$ cat src/rtl/id_char_gen.sv
// id_char_gen
// Builds one identifier as an ASCII character stream. The stream is a run of
// letters followed by the decimal digits of a binary number. It feeds the
// identifier recognizer, either as a stimulus source or to produce
// auto-named tokens.
//
// Ports:
//   clk         rising-edge clock
//   rst_n       asynchronous active-low reset; aborts a frame with no done
//   start       frame request, looked at only while idle
//   alpha_base  first letter (A-Z or a-z)
//   alpha_len   letter count, 1..MAX_ALPHA
//   number      unsigned value emitted in decimal after the letters
//   char        current ASCII character (8'h00 when nothing is offered)
//   char_valid  char is offered to the consumer
//   char_ready  consumer takes char when char_valid && char_ready
//   busy        a frame is in progress
//   done        one-cycle pulse after the last character is taken
//   err         one-cycle pulse when a start request is rejected

module id_char_gen #(
    parameter int MAX_ALPHA = 8,
    parameter int NUM_W     = 16,
    parameter int DIGITS    = 5
) (
    input  logic                           clk,
    input  logic                           rst_n,
    input  logic                           start,
    input  logic [7:0]                     alpha_base,
    input  logic [$clog2(MAX_ALPHA+1)-1:0] alpha_len,
    input  logic [NUM_W-1:0]               number,
    output logic [7:0]                     char,
    output logic                           char_valid,
    input  logic                           char_ready,
    output logic                           busy,
    output logic                           done,
    output logic                           err
);

    localparam int AL_W  = $clog2(MAX_ALPHA + 1);
    localparam int BCD_W = 4 * DIGITS;
    localparam int CNT_W = $clog2(NUM_W + 1);
    localparam int DIG_W = (DIGITS > 1) ? $clog2(DIGITS) : 1;

    localparam logic [AL_W-1:0]  MAX_LEN  = AL_W'(MAX_ALPHA);
    localparam logic [CNT_W-1:0] CONV_END = CNT_W'(NUM_W);

    typedef enum logic [2:0] {
        IDLE,
        CONV,
        ALPHA,
        DIGIT,
        FIN
    } state_t;

    state_t             state_q, state_d;
    logic [7:0]         base_q, base_d;
    logic [AL_W-1:0]    len_q, len_d;
    logic [NUM_W-1:0]   num_q, num_d;
    logic [BCD_W-1:0]   bcd_q, bcd_d;
    logic [CNT_W-1:0]   conv_cnt_q, conv_cnt_d;
    logic [AL_W-1:0]    alpha_cnt_q, alpha_cnt_d;
    logic [DIG_W-1:0]   dig_idx_q, dig_idx_d;
    logic [7:0]         char_q, char_d;
    logic               char_valid_q, char_valid_d;
    logic               busy_q, busy_d;
    logic               done_q, done_d;
    logic               err_q, err_d;

    logic [BCD_W-1:0]   bcd_adj;
    logic [DIG_W-1:0]   msd_idx;
    logic               beat;
    logic               start_ok;

    function automatic logic is_letter(input logic [7:0] c);
        return ((c >= "A") && (c <= "Z")) || ((c >= "a") && (c <= "z"));
    endfunction

    // Next letter with the case kept: 'z' wraps to 'a', 'Z' wraps to 'A'.
    function automatic logic [7:0] next_letter(input logic [7:0] c);
        logic [7:0] r;
        if (c == "z") begin
            r = "a";
        end else if (c == "Z") begin
            r = "A";
        end else begin
            r = c + 8'd1;
        end
        return r;
    endfunction

    function automatic logic [3:0] nibble_at(input logic [BCD_W-1:0] v,
                                             input logic [DIG_W-1:0] idx);
        logic [3:0] r;
        r = '0;
        for (int i = 0; i < DIGITS; i++) begin
            if (idx == DIG_W'(i)) begin
                r = v[4*i +: 4];
            end
        end
        return r;
    endfunction

    // Double-dabble correction step. Each BCD nibble of 5 or more gets 3
    // added so that the following left shift carries correctly into the
    // next decimal digit.
    always_comb begin
        bcd_adj = bcd_q;
        for (int i = 0; i < DIGITS; i++) begin
            if (bcd_q[4*i +: 4] >= 4'd5) begin
                bcd_adj[4*i +: 4] = bcd_q[4*i +: 4] + 4'd3;
            end
        end
    end

    // Finds the highest non-zero BCD digit. Later loop iterations win, so
    // this leading-zero skip lands on the most significant one. A value of
    // zero falls back to digit 0, so a lone '0' is still emitted.
    always_comb begin
        msd_idx = '0;
        for (int i = 0; i < DIGITS; i++) begin
            if (bcd_q[4*i +: 4] != 4'd0) begin
                msd_idx = DIG_W'(i);
            end
        end
    end

    assign beat     = char_valid_q && char_ready;
    assign start_ok = (alpha_len != '0) && (alpha_len <= MAX_LEN) && is_letter(alpha_base);

    // Next-state logic and registered output logic.
    // The character register always holds the value on offer. On each
    // accepted beat it loads the following character directly, so
    // char_valid stays high across the frame at full throughput and char
    // stays put while the consumer stalls. CONV runs NUM_W shift cycles and
    // then spends one more cycle loading the first letter. As a result the
    // first char_valid appears NUM_W+1 edges after the start edge.
    always_comb begin
        state_d      = state_q;
        base_d       = base_q;
        len_d        = len_q;
        num_d        = num_q;
        bcd_d        = bcd_q;
        conv_cnt_d   = conv_cnt_q;
        alpha_cnt_d  = alpha_cnt_q;
        dig_idx_d    = dig_idx_q;
        char_d       = char_q;
        char_valid_d = char_valid_q;
        busy_d       = busy_q;
        done_d       = 1'b0;
        err_d        = 1'b0;

        case (state_q)
            IDLE: begin
                if (start) begin
                    if (start_ok) begin
                        base_d     = alpha_base;
                        len_d      = alpha_len;
                        num_d      = number;
                        bcd_d      = '0;
                        conv_cnt_d = '0;
                        busy_d     = 1'b1;
                        state_d    = CONV;
                    end else begin
                        err_d = 1'b1;
                    end
                end
            end

            CONV: begin
                if (conv_cnt_q != CONV_END) begin
                    bcd_d      = {bcd_adj[BCD_W-2:0], num_q[NUM_W-1]};
                    num_d      = {num_q[NUM_W-2:0], 1'b0};
                    conv_cnt_d = conv_cnt_q + CNT_W'(1);
                end else begin
                    char_d       = base_q;
                    char_valid_d = 1'b1;
                    alpha_cnt_d  = AL_W'(1);
                    state_d      = ALPHA;
                end
            end

            ALPHA: begin
                if (beat) begin
                    if (alpha_cnt_q == len_q) begin
                        char_d    = 8'h30 + {4'h0, nibble_at(bcd_q, msd_idx)};
                        dig_idx_d = msd_idx;
                        state_d   = DIGIT;
                    end else begin
                        char_d      = next_letter(char_q);
                        alpha_cnt_d = alpha_cnt_q + AL_W'(1);
                    end
                end
            end

            DIGIT: begin
                if (beat) begin
                    if (dig_idx_q == '0) begin
                        char_d       = 8'h00;
                        char_valid_d = 1'b0;
                        done_d       = 1'b1;
                        state_d      = FIN;
                    end else begin
                        dig_idx_d = dig_idx_q - DIG_W'(1);
                        char_d    = 8'h30 + {4'h0, nibble_at(bcd_q, dig_idx_q - DIG_W'(1))};
                    end
                end
            end

            FIN: begin
                busy_d  = 1'b0;
                state_d = IDLE;
            end

            default: begin
                state_d = IDLE;
            end
        endcase
    end

    // State and datapath registers. Reset drops everything at once, which
    // also abandons any frame in flight without a done pulse.
    always_ff @(posedge clk or negedge rst_n) begin
        if (!rst_n) begin
            state_q      <= IDLE;
            base_q       <= '0;
            len_q        <= '0;
            num_q        <= '0;
            bcd_q        <= '0;
            conv_cnt_q   <= '0;
            alpha_cnt_q  <= '0;
            dig_idx_q    <= '0;
            char_q       <= '0;
            char_valid_q <= 1'b0;
            busy_q       <= 1'b0;
            done_q       <= 1'b0;
            err_q        <= 1'b0;
        end else begin
            state_q      <= state_d;
            base_q       <= base_d;
            len_q        <= len_d;
            num_q        <= num_d;
            bcd_q        <= bcd_d;
            conv_cnt_q   <= conv_cnt_d;
            alpha_cnt_q  <= alpha_cnt_d;
            dig_idx_q    <= dig_idx_d;
            char_q       <= char_d;
            char_valid_q <= char_valid_d;
            busy_q       <= busy_d;
            done_q       <= done_d;
            err_q        <= err_d;
        end
    end

    assign char       = char_q;
    assign char_valid = char_valid_q;
    assign busy       = busy_q;
    assign done       = done_q;
    assign err        = err_q;

endmodule

$ cat config.mk
export PLATFORM = sky130hd
export DESIGN_NAME = id_char_gen
export DESIGN_NICKNAME = d
export VERILOG_FILES = /design/src/rtl/id_char_gen.sv
export SDC_FILE = /design/constraint.sdc
export NUM_CORES = 1
export LEC_CHECK = 0
export ABC_AREA = 1
export ABC_CLOCK_PERIOD_IN_PS = 2700
export CAP_MARGIN = 20
export CORE_UTILIZATION = 45
export DETAILED_ROUTE_END_ITERATION = 12
export PLACE_DENSITY = 0.75
export SLEW_MARGIN = 5
export SYNTH_ARGS = -nofsm -noshare
export SYNTH_HDL_FRONTEND = slang
export SYNTH_SLANG_ARGS = --single-unit
$ cat constraint.sdc
create_clock -name clk -period 2.7 [get_ports clk]
set_clock_uncertainty 0.15 [all_clocks]
set_input_delay 0.27 -clock clk [delete_from_list [all_inputs] [get_ports clk]]
set_output_delay 0.27 -clock clk [all_outputs]
set_load 0.01 [all_outputs]
==> results by group, run 1 <==
Global route
  – Largest net degree at the start of global routing: 76
  – Total GRT Usage: 20.8%
  – Initial antenna violation count: 0
  – GRT overflow: 0
  – Number of global-route vias before repair: 3818
  – First-pass GRT wire length: 17200 um

Run
  – Max cap viols: 0

Floorplan
  – IO Pins: 44
  – Number of placement rows: 36
  – Initial core utilization: roughly 47%
  – Die Width: just over 100 um
  – CORE AREA: 9820 um^2
  – Die height: 103 um
  – Full die area: approximately 11000 um^2

Clocking
  – Clk Latency, worst-skew pair: approximately 0.35 ns
  – CTS H-tree depth: 3
  – Number of buffers created by CTS: 9
  – Post-CTS Setup Bufs: 0
  – # clock sinks: 75
  – CTS Buffer Depth: 2
  – CTS tree: built
  – Clock Pin Slew Worst Setup and Hold Paths: approximately 0.080 ns
  – CTS Root Cell: clkbuf_8

Critical path
  – CP Capture Type: flop
  – Worst Path Class, Setup: flop to flop
  – Setup crit start kind: flop
  – Req. time, crit path: 2.80 ns
  – CP Data Arrival Time: 2.48 ns
  – Crit-path max FO: 6

Pwr
  – Power Internal: between 2 and 3 mW
  – Lkg Pwr: about 2.5 nW
  – Switching Share: around 45%
  – Gate power share: 50.5%
  – Peak supply drop: 413 uV
  – Reg power frac: 34.5%
  – Switching power total: 2.32 mW
  – PwrDens: 968 nW/um^2
  – Part of the power in the clock network: around 15%

Cells and area
  – Fillers: roughly 1000
  – Multi-input gate area: 2280 um^2
  – Final instance area: 5320 um^2
  – ANT cells: 0
  – Most frequent cells in the layout: nand2_1 (106), inv_1 (81), dfrtp_1 (75)
  – Syn-to-layout area delta: 16.0%
  – Share of cells above drive strength 1: 6.27%
  – Most common cell after layout, fill and taps aside: nand2_1
  – Nets: approximately 690
  – FF/Latch Area: 1880 um^2

Synth
  – Count of different cell masters after synthesis: 41
  – Combinational family with the most area after synthesis: compound AO/OA/AOI/OAI gates
  – Multiplexer area fraction after synthesis: 0%
  – Synth Area in XOR/XNOR: around 2.3%
  – Mapped Area: 4590 um^2
  – Post-synthesis compound-gate area fraction: between 20% and 30%
  – Syn Nets: between 600 and 700
  – Synthesized area per cell: 7.78 um^2
  – Mapped Cells: between 500 and 600
  – Synth Area in Adders: between 6 and 7%
  – Synth Register Bits: 75
  – Post-synthesis simple-gate area fraction: between 10% and 20%
  – Warnings, synthesis: 0
  – Post-synthesis sequential area ratio: approximately two fifths

Timing
  – Worst-Margin Slew: between 0.9 and 1 ns
  – Final Hold Viols: 0
  – Achievable clock frequency: approximately 420 MHz
  – Final min period: 2.38 ns
  – Setup violators final: 0
  – Max Slew Vio Count: 0
  – RSZ-0062 raised after global routing: false
  – Period utilization: between 80% and 90%
  – Slew HR: between 30% and 40%
  – Total Neg Setup Slack: 0 ns

Drt
  – Via/cell ratio: between 5 and 6
  – DR pass1 iterations: 6
  – Iteration-0 DRC Markers: 247
  – Post-DRT Antenna Nets: 0
  – Met3 Wirelength: roughly 470 um
  – Top sig layer: met4
  – Via count: about 4100
  – DR WL/cell: around 13 um
  – DRC Markers: 0
  – Final wirelength: 10200 um
  – Metal1 wirelength: 4650 um
  – Met2 routed WL: approximately 4900 um

Placement
  – Port Buffers: 43
  – Detail Placement HPWL: approximately 7500 um
  – Placed instance area: 5140 um^2
  – RD Place Congestion: 0.911

Run status
  – Status: finished clean

Hold path
  – Worst Hold Class: primary input to flop
[what timing repair did]
item / in CTS / in global routing
hold buffers: 1 / 0
resized for setup: 0 / 0
setup endpoints to repair: 0 / 0
hold endpoints to repair: 75 / 0
[registers in the layout, summed over array words and instances (netlist names), 3 cells and up]
name	count
alpha_cnt_q	4
conv_cnt_q	5
num_q	16
dig_idx_q	3
state_q	3
len_q	4
base_q	8
char	8
bcd_q	20
[final cells by class]
type / count / area share [%]
inverters: 88 / 6.20
repair buffers: 49 / 9.40
clock inverters: 4 / 0.494
flip-flops and latches: 75 / 35.3
multi-input cells: 410 / 42.8
well taps: 133 / 3.13
clock buffers: 12 / 2.73
[synth_stat cells]
master	count	area, um^2
xnor2_1	1	8.76
o211ai_2	1	12.5
a21oi_2	1	8.76
o21ai_0	69	345
o211ai_1	24	180
nor2_2	2	12.5
inv_1	81	304
clkinv_1	1	3.75
a21oi_1	45	225
a21boi_0	1	7.51
a211oi_1	6	45.0
nor3b_2	1	12.5
nor3_4	1	16.3
a31oi_1	1	6.26
nand3_1	22	110
a2bb2oi_1	1	8.76
nor4_4	1	21.3
o22ai_1	4	25.0
inv_2	6	22.5
o21bai_1	1	7.51
dfrtp_1	75	1880
nor3_1	11	55.1
xor2_1	11	96.3
o2111ai_1	3	26.3
o31ai_1	2	15.0
nor4_1	1	6.26
o21ai_2	1	8.76
nand2_1	106	398
a22oi_1	2	15.0
buf_6	4	45.0
nor2_1	46	173
or2_2	1	6.26
clkbuf_1	6	22.5
ha_1	23	288
nand4_1	7	43.8
o21ai_1	7	35.0
buf_2	6	30.0
o221ai_1	2	17.5
buf_4	1	7.51
nor2_4	2	22.5
nand2_2	3	18.8
[critical path, cell delays in order, from the launching register on]
cell      delay (ns)
dfrtp_1         0.40
inv_1           0.09
ha_1            0.22
ha_1            0.34
nor2_1          0.33
inv_1           0.12
o21ai_0         0.17
a21oi_1         0.07
a211oi_1        0.17
nand2_1         0.09
nand2_1         0.08
nand2_1         0.05
[power by group through the flow]
stage               clock network (mW)  registers [mW]  logic, mW
finish                           0.775            1.78       2.60
global route                     0.842            1.83       2.94
floorplan                            0            1.77       1.90
CTS                              0.796            1.78       2.60
global placement                     0            1.79       2.51
detailed placement                   0            1.80       2.58
[metal layers]
layer / vias to the layer above / track usage (%)
li1: 2065 / -
met1: 1911 / 28.3
met2: 123 / 33.5
met3: 26 / 2.51
met4: 0 / 9.21
met5: - / 0
[worst paths after layout]
| check | to | depth (start not counted) | slack [ns] | startpoint |
|---|---|---|---|---|
| max in group asynchronous | bcd_q[18]$_DFFE_PN0P_ | 2 | 1.32 | rst_n |
| hold reg to reg | base_q[6]$_DFFE_PN0P_ | 1 | 0.32 | base_q[6]$_DFFE_PN0P_ |
| setup / recovery | char[2]$_DFFE_PN0P_ | 11 | 0.32 | dig_idx_q[0]$_DFFE_PN0P_ |
| min in group asynchronous | num_q[2]$_DFFE_PN0P_ | 2 | 0.47 | rst_n |
| setup reg to reg | char[2]$_DFFE_PN0P_ | 11 | 0.32 | dig_idx_q[0]$_DFFE_PN0P_ |
| hold / removal | base_q[5]$_DFFE_PN0P_ | 3 | 0.30 | alpha_base[5] |
[stage by stage]
stage	setup WS, ns	hold slack (ns)	cells	power (mW)	util, %
global placement	0.391	0.304	754	4.29	52.4
CTS	0.341	0.299	771	5.17	54.2
finish	0.316	0.304	771	5.15	54.2
global route	0.123	0.322	771	5.61	54.2
floorplan	0.621	-0.176	590	3.67	-
detailed placement	0.310	0.306	754	4.38	52.4
[cells by family after synthesis]
family	count (synthesis)
AO/OA/AOI/OAI	171
XOR/XNOR	12
flip-flops	75
buffers and inverters	105
adder cells (fa/ha/maj)	23
AND/OR/NAND/NOR	204
No activity file was read; power rests on OpenSTA's default activity.
==> inputs of run 2 (changes only) <==
GPL_TIMING_DRIVEN = 0   (was default)
SETUP_SLACK_MARGIN = 0.15   (was default)
==> run 2 against run 1 <==
Cell count is 1.7% higher; sequential power hardly changed; critical path depth stayed put; largest power group unchanged; highest routed layer unchanged.
==> results by group, run 2 (synthesis results as in run 1) <==
Timing
  – Setup violators final: 0
  – Final Hold Viols: 0
  – Period utilization: approximately 90%
  – Fin Hold WS: between 0.15 and 0.2 ns
  – Achievable clock frequency: between 400 and 500 MHz
  – Total Neg Setup Slack: 0 ns
  – RSZ-0062 raised after global routing: false
  – Max Slew Vio Count: 0
  – Worst-Margin Slew: approximately 0.63 ns
  – Slew HR: 57.8%
  – Final min period: about 2.4 ns

Cells and area
  – FF/Latch Area: 1880 um^2
  – Most flop-heavy register: bcd_q
  – Most common cell after layout, fill and taps aside: nand2_1
  – Nets: between 700 and 800
  – Max reg flops: 20
  – Top flop regs: bcd_q x20, num_q x16
  – Most frequent cells in the layout: nand2_1 (106), inv_1 (81), dfrtp_1 (75)
  – Share of cells above drive strength 1: slightly below 8%
  – Fillers: 970
  – ANT cells: 0
  – Syn-to-layout area delta: 18.3%
  – Multi-input gate area: 2280 um^2

Clocking
  – Clk Latency, worst-skew pair: ~0.36 ns
  – Post-CTS Setup Bufs: 0
  – CTS H-tree depth: 3
  – Number of buffers created by CTS: 9
  – # clock sinks: 75
  – CTS tree: built
  – CTS Buffer Depth: 2
  – Clock Pin Slew Worst Setup and Hold Paths: roughly 0.08 ns
  – CTS Root Cell: clkbuf_8

Floorplan
  – Number of placement rows: 36
  – IO Pins: 44
  – Initial core utilization: between 40% and 50%
  – CORE AREA: between 9000 and 10000 um^2
  – Die height: ~100 um
  – Die Width: 103 um
  – Full die area: about 11000 um^2

Placement
  – RD Place Congestion: just over 0.9
  – Port Buffers: 43
  – Detail Placement HPWL: approximately 8700 um

Global route
  – First-pass GRT wire length: just under 20000 um
  – Initial antenna violation count: 0
  – Total GRT Usage: between 20% and 30%
  – GRT overflow: 0
  – Number of global-route vias before repair: between 4000 and 5000
  – Largest net degree at the start of global routing: 59

Critical path
  – CP Cell Sequence: inv_1 -> ha_1 -> ha_1 -> nand2_1 -> o21ai_0 -> o22ai_1 -> a21oi_1 -> o21ai_0 -> nand3_1 -> nand2_1 -> o21ai_0
  – Crit-path max FO: 7
  – Crit-path most repeated cell: o21ai_0
  – Reg2Reg Depth: 11
  – CP Data Arrival Time: 2.43 ns
  – Worst path top cell family by delay: compound AO/OA/AOI/OAI gates
  – WP depth: 11
  – CP Capture Type: flop
  – Req. time, crit path: around 2.8 ns
  – Critical-path top delay cell: dfrtp_1
  – Setup crit start kind: flop
  – Critical path buffers and inverters: 1
  – Worst Path Class, Setup: flop to flop
  – Delay of the slowest critical-path stage: about 0.41 ns

Drt
  – DR WL/cell: approximately 15 um
  – Via count: roughly 4200
  – DR pass1 iterations: 5
  – Iteration-0 DRC Markers: between 200 and 250
  – Post-DRT Antenna Nets: 0
  – Via/cell ratio: approximately 5.4
  – Final wirelength: around 11000 um
  – DRC Markers: 0

Hold path
  – Worst Hold Class: primary input to asynchronous set/reset pin

Run status
  – Status: finished clean

Pwr
  – PwrDens: slightly above 1000 nW/um^2
  – Lkg Pwr: approximately 2.5 nW
  – Peak supply drop: approximately 530 uV

Run
  – Max cap viols: 0
-- run 2: cell count changes in the layout (fill, tap and decap cells not counted), moves of 2 or more --
cell	delta
buf_6	+4
clkbuf_1	+4
buf_12	-2
buf_2	+6
buf_4	-2
-- run 2: cell type report --
type,count,share of cell area [%]
inverter,88,6.08
sequential,75,34.6
timing repair buffer,45,8.57
tap,133,3.06
clock buffer,12,2.86
buffer,17,1.96
multi-input combinational,410,42.0
clock inverter,4,0.899
-- run 2: timing repair --
action	4_1_cts	5_1_grt
resized for setup	0	3
hold endpoints to repair	75	0
endpoints found under the setup margin	0	1
hold buffers	1	0
-- run 2: path summary, 6_finish.rpt --
check,start,endpoint,slack (ns)
worst max-delay path,dig_idx_q[0]$_DFFE_PN0P_,char[0]$_DFFE_PN0P_,0.34
worst min-delay path,rst_n,num_q[14]$_DFFE_PN0P_,0.19
worst max register to register,dig_idx_q[0]$_DFFE_PN0P_,char[0]$_DFFE_PN0P_,0.34
worst min register to register,base_q[6]$_DFFE_PN0P_,base_q[6]$_DFFE_PN0P_,0.33
max in group asynchronous,rst_n,bcd_q[12]$_DFFE_PN0P_,1.63
min in group clk,alpha_base[5],base_q[5]$_DFFE_PN0P_,0.29
-- run 2: through the flow --
step                      area (um^2)  setup slack (ns)  utilization [%]  instances  power (mW)
final                            5430             0.336             55.3        784        5.47
after global routing             5430             0.161             55.3        784        5.92
after CTS                        5430             0.352             55.3        784        5.46
after detailed placement         5210             0.167             53.1        767        4.54
after global placement           5190             -1.40             52.8        766        4.44
after floorplan                  4590             0.621                -        590        3.67
-- run 2: layer usage --
| metal | vias up | part of all wire [%] | track usage [%] |
|---|---|---|---|
| li1 | 2088 | - | - |
| met2 | 111 | 46 | 39.0 |
| met1 | 1998 | 47 | 31.7 |
| met5 | - | 0 | 0 |
| met4 | 0 | 2.3 | 9.53 |
| met3 | 22 | 4.3 | 3.80 |
-- run 2: power by group --
part	internal, mW	switching [mW]	total, mW
Clock	0.477	0.434	0.911
Sequential	1.51	0.273	1.79
Combinational	1.01	1.76	2.77
==> inputs of run 3 (changes only) <==
MAX_ROUTING_LAYER = met4   (was default)
==> run 3 against run 2 <==
First-iteration DRC count fell by 11%; sequential power barely moved; register-to-register slack better by 0.02 ns; critical path type unchanged; critical endpoint is now char[3]$_DFFE_PN0P_; largest cell class unchanged; highest routed layer unchanged.
==> results by group, run 3 (synthesis results as in run 1) <==
Critical path
  – CP Data Arrival Time: about 2.4 ns
  – Critical path buffers and inverters: 3
  – R2R setup slack: 0.36 ns
  – Critical-path top delay cell: dfrtp_1
  – Crit-path max FO: 10
  – CP Cell Sequence: inv_1 -> ha_1 -> inv_1 -> nor2_1 -> nand2_1 -> clkbuf_1 -> nor2_1 -> nand3_1 -> nand3_1 -> nand2_1 -> nand2_1 -> nand2_1 -> nand2_1 -> nand2_1 -> nand2_1 -> nand2_1 -> nand2_1
  – Req. time, crit path: ~2.8 ns
  – Worst setup path start: bcd_q[16]$_DFFE_PN0P_
  – Worst path top cell family by delay: simple AND/OR/NAND/NOR gates
  – Worst Path Class, Setup: flop to flop
  – Delay of the slowest critical-path stage: ~0.44 ns
  – Crit-path most repeated cell: nand2_1
  – Setup crit start kind: flop
  – CP Capture Type: flop
  – Critical R2R Launch: bcd_q[16]$_DFFE_PN0P_

Drt
  – Final wirelength: around 11000 um
  – Post-DRT Antenna Nets: 0
  – Via/cell ratio: 5.39
  – DRC Markers: 0
  – DR pass1 iterations: 7
  – DR WL/cell: about 15 um
  – Iteration-0 DRC Markers: ~220
  – Via count: between 4000 and 5000

Pwr
  – PwrDens: approximately 1000 nW/um^2
  – Peak supply drop: 629 uV
  – PnR Total Power: 5.55 mW
  – Lkg Pwr: ~2.5 nW

Global route
  – GRT overflow: 0
  – Largest net degree at the start of global routing: 47
  – Initial antenna violation count: 0
  – Number of global-route vias before repair: just over 4000
  – Total GRT Usage: 24.2%
  – First-pass GRT wire length: around 19000 um

Placement
  – Detail Placement HPWL: around 8700 um
  – Port Buffers: 43
  – Dpl ws: roughly 0.16 ns
  – RD Place Congestion: 0.969

Timing
  – Period utilization: between 80% and 90%
  – Final min period: 2.34 ns
  – Achievable clock frequency: approximately 430 MHz
  – Final Hold Viols: 0
  – Worst-Margin Slew: 0.578 ns
  – Fin worst setup slack: 0.361 ns
  – Slew HR: about three fifths
  – Max Slew Vio Count: 0
  – Setup violators final: 0
  – RSZ-0062 raised after global routing: false
  – Total Neg Setup Slack: 0 ns

Cells and area
  – Nets: 701
  – Fillers: 960
  – Syn-to-layout area delta: 18.7%
  – Share of cells above drive strength 1: between 7 and 8%
  – Most common cell after layout, fill and taps aside: nand2_1
  – Top flop regs: bcd_q x20, num_q x16
  – Max reg flops: 20
  – ANT cells: 0
  – Most flop-heavy register: bcd_q
  – Most frequent cells in the layout: nand2_1 (105), inv_1 (81), dfrtp_1 (75)

Clocking
  – CTS tree: built
  – CTS Root Cell: clkbuf_8
  – Clk Latency, worst-skew pair: roughly 0.35 ns
  – Number of buffers created by CTS: 9
  – # clock sinks: 75
  – CTS H-tree depth: 3
  – CTS Buffer Depth: 2
  – Post-CTS Setup Bufs: 0
  – Clock Pin Slew Worst Setup and Hold Paths: around 0.080 ns

Floorplan
  – Die height: 103 um
  – CORE AREA: just under 10000 um^2
  – Full die area: between 10000 and 15000 um^2
  – Die Width: slightly above 100 um
  – Initial core utilization: 46.8%
  – IO Pins: 44
  – Number of placement rows: 36

Hold path
  – Worst Hold Class: primary input to asynchronous set/reset pin

Run
  – Max cap viols: 0

Run status
  – Status: finished clean
==> run 3: where the power goes <==
part	switching, mW	internal (mW)	total [mW]
combinational	1.78	1.02	2.81
clock	0.448	0.519	0.967
sequential	0.265	1.51	1.78
==> run 3: per-stage QoR <==
stage,cell area [um^2],instances,hold slack [ns],utilization (%)
final,5450,783,0.228,55.5
after global routing,5450,783,0.253,55.5
after CTS,5440,783,0.238,55.4
after detailed placement,5210,767,0.0823,53.1
after global placement,5190,766,0.310,52.8
after floorplan,4590,590,-0.176,-
==> run 3: repair_timing <==
action / 4_1_cts / 5_1_grt
hold buffers: 1 / 0
gates resized for setup: 0 / 4
endpoints found under the setup margin: 0 / 1
hold endpoints to repair: 29 / 0
==> run 3: worst paths after layout <==
check | end | cells past startpoint
max in group asynchronous | base_q[6]$_DFFE_PN0P_ | 3
hold reg to reg | busy$_DFFE_PN0P_ | 2
setup reg to reg | char[3]$_DFFE_PN0P_ | 17
hold / removal | num_q[2]$_DFFE_PN0P_ | 2
setup / recovery | char[3]$_DFFE_PN0P_ | 17
min in group clk | base_q[5]$_DFFE_PN0P_ | 3
==> run 3: cell type report <==
class / instances / area, um^2 / area share, %
Buffer: 17 / 105 / 1.93
Clock buffer: 9 / 124 / 2.27
Clock inverter: 6 / 90.1 / 1.65
Inverter: 88 / 330 / 6.06
Multi-Input combinational cell: 410 / 2290 / 42.0
Sequential cell: 75 / 1880 / 34.4
Tap cell: 133 / 166 / 3.05
Timing Repair Buffer: 45 / 465 / 8.54
==> run 3: worst register-to-register path, cell delays in order, from the launching register on <==
cell and delay [ns]:
dfrtp_1 0.44, inv_1 0.12, ha_1 0.21, inv_1 0.05, nor2_1 0.04, nand2_1 0.07
clkbuf_1 0.37, nor2_1 0.12, nand3_1 0.10, nand3_1 0.09, nand2_1 0.07, nand2_1 0.05
nand2_1 0.07, nand2_1 0.05, nand2_1 0.05, nand2_1 0.06, nand2_1 0.07, nand2_1 0.04
==> run 3: layer usage <==
layer	up-vias	wire (um)	track usage, %
li1	2097	-	-
met3	19	568	5.02
met2	110	5440	37.9
met1	1993	5320	31.7
met5	-	0	-
met4	0	155	6.93
